`src/rtl/uart_tx_ctrl.sv`:
```
`default_nettype none
// ============================================================================
//  Module   : uart_tx_ctrl
//  Purpose  : Transmit-side UART controller. Serialises one byte per accepted
//             request as an 8N1 frame, LSB first, idle-high line. A baud-rate
//             timer and a bit counter pace the frame. Host handshake is
//             level-sensitive: send must return low before the next byte is
//             accepted.
//  Optional : define UART_TX_PARITY_EN to insert an even-parity bit between
//             the data bits and the stop bit (11-bit frame).
//  Ports    : clk      - system clock, rising-edge
//             reset    - synchronous, active-high reset (aborts any frame)
//             send     - transmit request, level-sensitive
//             din[7:0] - byte to transmit, sampled only on acceptance
//             tx_out   - registered serial line, idle high
//             busy     - high while a frame is on the line
//             tx_done  - one-cycle pulse in the last cycle of the stop bit
//  Revision : 1.0 - initial release
// ============================================================================
module uart_tx_ctrl #(
   parameter int CLKS_PER_BIT = 5208,
   parameter int BAUD_WID     = $clog2(CLKS_PER_BIT)
) (
   input  logic       clk,
   input  logic       reset,
   input  logic       send,
   input  logic [7:0] din,
   output logic       tx_out,
   output logic       busy,
   output logic       tx_done
);

`ifdef UART_TX_PARITY_EN
   typedef enum logic [2:0] {
      IDLE  = 3'd0,
      START = 3'd1,
      BITS  = 3'd2,
      PAR   = 3'd3,
      STOP  = 3'd4,
      ACK   = 3'd5
   } state_t;
`else
   typedef enum logic [2:0] {
      IDLE  = 3'd0,
      START = 3'd1,
      BITS  = 3'd2,
      STOP  = 3'd4,
      ACK   = 3'd5
   } state_t;
`endif

   localparam logic [BAUD_WID-1:0] c_TICK_MAX = BAUD_WID'(CLKS_PER_BIT - 1);

   state_t              state_q,   state_d;
   logic [BAUD_WID-1:0] timer_q,   timer_d;
   logic [2:0]          bit_cnt_q, bit_cnt_d;
   logic [7:0]          shift_q,   shift_d;
   logic                tx_out_q,  tx_out_d;
   logic                busy_q,    busy_d;
   logic                tx_done_q, tx_done_d;
`ifdef UART_TX_PARITY_EN
   logic                parity_q,  parity_d;
`endif

   logic active;
   logic bit_tick;
   logic last_bit;

   // Timer runs only while a frame is on the line; IDLE and ACK hold it at 0.
   assign active   = (state_q != IDLE) && (state_q != ACK);
   assign bit_tick = active && (timer_q == c_TICK_MAX);
   assign last_bit = (state_q == BITS) && bit_tick && (bit_cnt_q == 3'd7);

   always_comb begin
      state_d   = state_q;
      timer_d   = '0;
      bit_cnt_d = bit_cnt_q;
      shift_d   = shift_q;
`ifdef UART_TX_PARITY_EN
      parity_d  = parity_q;
`endif

      if (active && !bit_tick) begin
         timer_d = timer_q + BAUD_WID'(1);
      end

      case (state_q)
         IDLE: begin
            if (send) begin
               shift_d = din;
`ifdef UART_TX_PARITY_EN
               // Parity is captured up front because the shifter is consumed.
               parity_d = ^din;
`endif
               state_d = START;
            end
         end
         START: begin
            if (bit_tick) state_d = BITS;
         end
         BITS: begin
            if (bit_tick) begin
               shift_d   = {1'b0, shift_q[7:1]};
               bit_cnt_d = bit_cnt_q + 3'd1;
               if (last_bit) begin
`ifdef UART_TX_PARITY_EN
                  state_d = PAR;
`else
                  state_d = STOP;
`endif
               end
            end
         end
`ifdef UART_TX_PARITY_EN
         PAR: begin
            if (bit_tick) state_d = STOP;
         end
`endif
         STOP: begin
            if (bit_tick) state_d = ACK;
         end
         ACK: begin
            // Re-arm: a held request never starts a second frame.
            if (!send) state_d = IDLE;
         end
         default: state_d = IDLE;
      endcase

      // Outputs are decoded from the next state so the registered copies
      // line up cycle-for-cycle with the state they describe.
      tx_out_d = 1'b1;
      case (state_d)
         START:   tx_out_d = 1'b0;
         BITS:    tx_out_d = shift_d[0];
`ifdef UART_TX_PARITY_EN
         PAR:     tx_out_d = parity_d;
`endif
         default: tx_out_d = 1'b1;
      endcase
      busy_d    = (state_d != IDLE) && (state_d != ACK);
      // Look-ahead so the pulse occupies the final stop-bit cycle.
      tx_done_d = (state_d == STOP) && (timer_d == c_TICK_MAX);
   end

   always_ff @(posedge clk) begin
      if (reset) begin
         state_q   <= IDLE;
         timer_q   <= '0;
         bit_cnt_q <= 3'd0;
         shift_q   <= 8'd0;
         tx_out_q  <= 1'b1;
         busy_q    <= 1'b0;
         tx_done_q <= 1'b0;
`ifdef UART_TX_PARITY_EN
         parity_q  <= 1'b0;
`endif
      end else begin
         state_q   <= state_d;
         timer_q   <= timer_d;
         bit_cnt_q <= bit_cnt_d;
         shift_q   <= shift_d;
         tx_out_q  <= tx_out_d;
         busy_q    <= busy_d;
         tx_done_q <= tx_done_d;
`ifdef UART_TX_PARITY_EN
         parity_q  <= parity_d;
`endif
      end
   end

   assign tx_out  = tx_out_q;
   assign busy    = busy_q;
   assign tx_done = tx_done_q;

endmodule
`default_nettype wire

```
`config.mk`:
```
export PLATFORM = sky130hd
export DESIGN_NAME = uart_tx_ctrl
export DESIGN_NICKNAME = d
export VERILOG_FILES = /design/src/rtl/uart_tx_ctrl.sv
export SDC_FILE = /design/constraint.sdc
export NUM_CORES = 1
export LEC_CHECK = 0
export ABC_AREA = 1
export CAP_MARGIN = 40
export CORE_MARGIN = 2
export CORE_UTILIZATION = 55
export CTS_CLUSTER_DIAMETER = 80
export CTS_CLUSTER_SIZE = 8
export DETAILED_ROUTE_END_ITERATION = 6
export GPL_TIMING_DRIVEN = 0
export PLACE_DENSITY = 0.77
export SYNTH_ARGS = -nofsm -noshare
export SYNTH_HDL_FRONTEND = slang
export SYNTH_SLANG_ARGS = --single-unit
```
`constraint.sdc`:
```
create_clock -name clk -period 1.92 [get_ports clk]
set_input_delay 0.576 -clock clk [delete_from_list [all_inputs] [get_ports clk]]
set_output_delay 0.576 -clock clk [all_outputs]
set_load 0.02 [all_outputs]
```
==> results of run 1 <==
worst min-delay path, delay by kind of cell, from the launching register on:
kind,cells,cell delay (ps)
AOI/OAI and AO/OA,1,50
DFF,1,320
and+or+nand+nor,1,60
flip-flops by register name, summed over array words and instances, names as in the netlist:
name	flops
timer_q	13
tx_out	1
tx_done	1
bit_cnt_q	3
busy	1
shift_q	8
state_q	3
kinds of logic after synthesis:
| family | share of synthesized area, % |
|---|---|
| AO/OA/AOI/OAI | 8.61 |
| XOR/XNOR | 1.10 |
| AND/OR/NAND/NOR | 42.9 |
| flip-flops | 37.6 |
| adder cells (fa/ha/maj) | 2.35 |
| buffers and inverters | 7.44 |
per-stage QoR:
stage | instances | power, mW | worst slack, ps | instance area, µm² | hold WS, ps
2_1_floorplan | 234 | 0.737 | 317 | 1600 | 439
3_3_place_gp | 277 | 0.780 | -16.2 | 1760 | 451
3_5_place_dp | 277 | 0.781 | -35.3 | 1760 | 455
4_1_cts | 285 | 1.18 | 15.5 | 1820 | 467
5_1_grt | 285 | 1.22 | 3.02 | 1820 | 504
6_report | 285 | 1.17 | 98.4 | 1820 | 468
final cells by class:
class,instances,area (µm²),area share (%)
well taps,31,38.8,2.13
repair buffers,12,120,6.60
multi-input cells,173,881,48.4
clock buffers,7,55.1,3.02
inverters,29,111,6.12
plain buffers,2,7.51,0.412
clock inverters,1,5.00,0.275
flip-flops and latches,30,602,33.1
final timing paths:
check | startpoint | endpoint | slack (ps) | depth (start not counted)
max | tx_done$_SDFF_PP0_ | tx_done | 100 | 1
min | shift_q[7]$_SDFFE_PP0P_ | shift_q[7]$_SDFFE_PP0P_ | 470 | 2
max reg2reg | timer_q[0]$_SDFF_PP0_ | tx_done$_SDFF_PP0_ | 140 | 11
min reg2reg | shift_q[7]$_SDFFE_PP0P_ | shift_q[7]$_SDFFE_PP0P_ | 470 | 2
synthesized netlist by cell type (all sizes together):
master   n  share of area, %
o21bai   1              0.47
a31oi    7               2.7
nor3     6               2.6
a21oi    5               1.8
nand4    6               2.3
nor2    40                12
xor2     2               1.1
nand3   15               5.8
o21ai   10               3.6
dfxtp   30                38
ha       3               2.3
inv     29               7.0
nand2   77                19
nand3b   1              0.47
clkbuf   2              0.47
where the power goes:
part           switching [mW]  internal [mW]
Combinational          0.0666         0.0497
Clock                   0.228          0.177
Sequential             0.0116          0.640
Total                   0.306          0.866
metal layers:
layer	share of wire (%)	vias up	track usage, %
met5	0	-	0
met4	1.9	0	11.0
met3	5.6	7	4.69
met2	43	45	33.4
met1	49	637	30.2
li1	-	782	-
==> impl_metrics.env, run 1 <==
export IMPL_cts_root_buf="clkbuf_4"
export IMPL_htreeDepth=2
export IMPL_hp_class="register to register"
export IMPL_design_final_nets=267
export IMPL_ant_nets=0
export IMPL_drc=0
export IMPL_report_final_hold_viol_count=0
export IMPL_start_kind="register"
export IMPL_hpwl_um=2350
export IMPL_via_per_inst=5.16
export IMPL_power_density_nw_per_um2=644
export IMPL_path_max_fanout=1
export IMPL_worstPathRequired_ps=1340
export IMPL_max_slew_margin_pct=65.2
export IMPL_seq_area_frac_synth_pct=37.6
export IMPL_cp_slowest_stage_delay_ps=600
export IMPL_drive_gt1_share_pct=16.1
export IMPL_cts_sinks=30
export IMPL_synth_distinct_cells=27
export IMPL_gp_congestion=0.848
export IMPL_grt_setup_unrepaired="false"
export IMPL_crit_path_top_delay_cell="clkdlybuf4s50_1"
export IMPL_crit_type="register to output pin"
export IMPL_num_antenna_cells=0
export IMPL_most_common_layout_cells="nand2_1, nor2_1, dfxtp_1"
export IMPL_syn_instance_count=234
export IMPL_p_leak_nw=0.748
export IMPL_worst_setup_path_end_kind="output pin"
export IMPL_path_delay_family="buffers and inverters"
export IMPL_skew_ps=13.7
export IMPL_grt_pass1_wl_um=5580
export IMPL_fin_crit_ps=1820
export IMPL_clk_latency_ps=340
export IMPL_status="completed"
export IMPL_ios=14
export IMPL_portBuffers=12
export IMPL_postCtsSetupBuffers=0
export IMPL_area_delta_synth_final_pct=13.9
export IMPL_setup_viol=0
export IMPL_die_height_um=57.9
export IMPL_first_pass_iters=4
export IMPL_drtIter0Drc=57
export IMPL_holdBufCountCts=0
export IMPL_grt_max_degree=11
export IMPL_post_synth_cell_area_avg_um2=6.83
export IMPL_ys_ff_latch=30
export IMPL_syn_area_um2=1600
export IMPL_cts_buffers=5
export IMPL_rows=19
export IMPL_clockBufferDepth=2
export IMPL_cts_tree="yes"
export IMPL_slew_viol_final=0
export IMPL_layout_commonest_cell="nand2_1"
export IMPL_num_vias=1471
export IMPL_worst_pin_slew_ps=522
export IMPL_grt_pass1_vias=1281
export IMPL_grt_use_total_pct=22.2
export IMPL_fmax_ghz=0.549
export IMPL_clk_pin_slew_ps=80
export IMPL_synth_warnings=0
export IMPL_antenna_found_initial=0
export IMPL_max_vdd_ir_drop_v=0.000528
export IMPL_cts_resized=0
export IMPL_fill_cells=257
export IMPL_finalWirelength_um=3250
export IMPL_final_setup_tns_ps=0
export IMPL_cp_cell_sequence="clkdlybuf4s50_1"
export IMPL_crit_arrival_ps=1250
export IMPL_period_share_pct=94.9
export IMPL_drv_cap=0
export IMPL_gr_total_overflow=0
export IMPL_critPathBufInv=1
export IMPL_fin_util_pct=66.0
export IMPL_start_util_pct=57.9
export IMPL_die_area_um2=3350
export IMPL_syn_nets=248
export IMPL_fp_dieW_um=57.9
export IMPL_wl_per_cell_um=11.4
export IMPL_coreArea_um2=2760
(Power assumes the default switching activity.)
==> run 2: changes to the inputs <==
--- a/config.mk
+++ b/config.mk
@@ -12,7 +12,6 @@
 export CTS_CLUSTER_DIAMETER = 80
 export CTS_CLUSTER_SIZE = 8
 export DETAILED_ROUTE_END_ITERATION = 6
-export GPL_TIMING_DRIVEN = 0
 export PLACE_DENSITY = 0.77
 export SYNTH_ARGS = -nofsm -noshare
 export SYNTH_HDL_FRONTEND = slang
==> impl_metrics.env, run 2 (synthesized netlist as in run 1, its figures left out) <==
export IMPL_clk_pin_slew_ps=100
export IMPL_finalWirelength_um=3230
export IMPL_antenna_found_initial=0
export IMPL_num_vias=1455
export IMPL_most_common_layout_cells="nand2_1, dfxtp_1, nor2_1"
export IMPL_p_seq_share_pct=52.1
export IMPL_portBuffers=13
export IMPL_gr_total_overflow=0
export IMPL_ant_nets=0
export IMPL_p_leak_nw=0.796
export IMPL_grt_pass1_vias=1245
export IMPL_top_regs="timer_q: 13 flops, shift_q: 8 flops"
export IMPL_num_antenna_cells=0
export IMPL_switching_power_mw=0.300
export IMPL_drv_cap=0
export IMPL_worst_hold_slack_ps=469
export IMPL_postCtsSetupBuffers=0
export IMPL_layout_commonest_cell="nand2_1"
export IMPL_grt_busiest_layer="met2"
export IMPL_grtUsageMet1_pct=28.1
export IMPL_cts_sinks=30
export IMPL_period_share_pct=94.9
export IMPL_die_height_um=57.9
export IMPL_max_vdd_ir_drop_v=0.000676
export IMPL_ios=14
export IMPL_clockBufferDepth=2
export IMPL_placed_cells=280
export IMPL_holdBufCountCts=0
export IMPL_fin_cells=288
export IMPL_crit_arrival_ps=1250
export IMPL_regMostFlops="timer_q"
export IMPL_drc=0
export IMPL_grt_max_degree=11
export IMPL_cts_tree="yes"
export IMPL_via_per_inst=5.05
export IMPL_met3_usage_pct=7.37
export IMPL_htreeDepth=2
export IMPL_crit_path_top_delay_cell="clkdlybuf4s50_1"
export IMPL_skew_ps=12.0
export IMPL_path_max_fanout=1
export IMPL_cp_cell_sequence="clkdlybuf4s50_1"
export IMPL_power_density_nw_per_um2=664
export IMPL_slew_viol_final=0
export IMPL_critPathBufInv=1
export IMPL_cp_slowest_stage_delay_ps=590
export IMPL_max_slew_margin_pct=78.7
export IMPL_path_delay_family="buffers and inverters"
export IMPL_start_kind="register"
export IMPL_setup_viol=0
export IMPL_worstPathRequired_ps=1340
export IMPL_setup_ws_ps=97.1
export IMPL_area_delta_synth_final_pct=17.2
export IMPL_hpwl_um=2390
export IMPL_rows=19
export IMPL_final_setup_tns_ps=0
export IMPL_report_final_hold_viol_count=0
export IMPL_swShare_pct=24.1
export IMPL_clk_latency_ps=340
export IMPL_wl_per_cell_um=11.2
export IMPL_fp_dieW_um=57.9
export IMPL_hp_class="register to register"
export IMPL_status="completed"
export IMPL_coreArea_um2=2760
export IMPL_post_place_ws_ps=30.9
export IMPL_worst_setup_path_end_kind="output pin"
export IMPL_grt_pass1_wl_um=5290
export IMPL_grt_use_total_pct=21.1
export IMPL_gp_congestion=0.864
export IMPL_fin_crit_ps=1820
export IMPL_met2_usage_pct=31.5
export IMPL_largest_reg_flops=13
export IMPL_drtIter0Drc=106
export IMPL_die_area_um2=3350
export IMPL_cts_root_buf="clkbuf_4"
export IMPL_clock_power_share_pct=37.9
export IMPL_grt_setup_unrepaired="false"
export IMPL_drive_gt1_share_pct=17.5
export IMPL_fmax_ghz=0.549
export IMPL_internal_power_mw=0.944
export IMPL_fill_cells=246
export IMPL_crit_type="register to output pin"
export IMPL_first_pass_iters=4
export IMPL_start_util_pct=57.9
export IMPL_worst_pin_slew_ps=320
export IMPL_cts_resized=0
export IMPL_cts_buffers=5
export IMPL_combPwrFrac_pct=9.9
export IMPL_design_final_nets=270
-- run 2: cell type report --
class | instances | area (µm²) | area share, %
well taps | 31 | 38.8 | 2.07
repair buffers | 17 | 163 | 8.68
multi-input cells | 173 | 881 | 47.0
inverters | 29 | 111 | 5.95
clock buffers | 8 | 78.8 | 4.21
flip-flops and latches | 30 | 601 | 32.1
-- run 2: routing by layer --
layer | share of wire, % | up-vias
met5 | 0 | -
met4 | 1.4 | 0
met3 | 4.1 | 6
met2 | 43 | 35
met1 | 52 | 627
li1 | - | 787
-- run 2: through the flow --
stage                     instance area (µm²)  power (mW)  utilization (%)
final                                    1870        1.24             67.9
after detailed placement                 1790       0.787             64.9
after global routing                     1870        1.29             67.9
after CTS                                1870        1.25             67.7
after global placement                   1790       0.785             64.9
after floorplan                          1600       0.737                -
-- run 2: power groups by stage --
stage          sequential, mW  clock, mW  combinational [mW]
2_1_floorplan           0.667          0              0.0696
3_3_place_gp            0.663          0               0.122
3_5_place_dp            0.663          0               0.123
4_1_cts                 0.649      0.479               0.124
5_1_grt                 0.650      0.502               0.137
6_report                0.648      0.472               0.124
-- run 2: worst paths after layout --
| path | end | cells after the start | startpoint | slack (ps) |
|---|---|---|---|---|
| min reg2reg | shift_q[7]$_SDFFE_PP0P_ | 2 | shift_q[7]$_SDFFE_PP0P_ | 470 |
| min | shift_q[7]$_SDFFE_PP0P_ | 2 | shift_q[7]$_SDFFE_PP0P_ | 470 |
| max reg2reg | tx_done$_SDFF_PP0_ | 11 | timer_q[1]$_SDFF_PP0_ | 230 |
| max | tx_out | 1 | tx_out$_SDFF_PP1_ | 100 |
-- run 2: worst reg2reg max path, delay by kind of cell, from the launching register on --
kind / cells / cell delay, ps
AND/OR/NAND/NOR: 9 / 950
adder cells (fa/ha/maj): 1 / 240
buffers and inverters: 1 / 70
flip-flops: 1 / 380
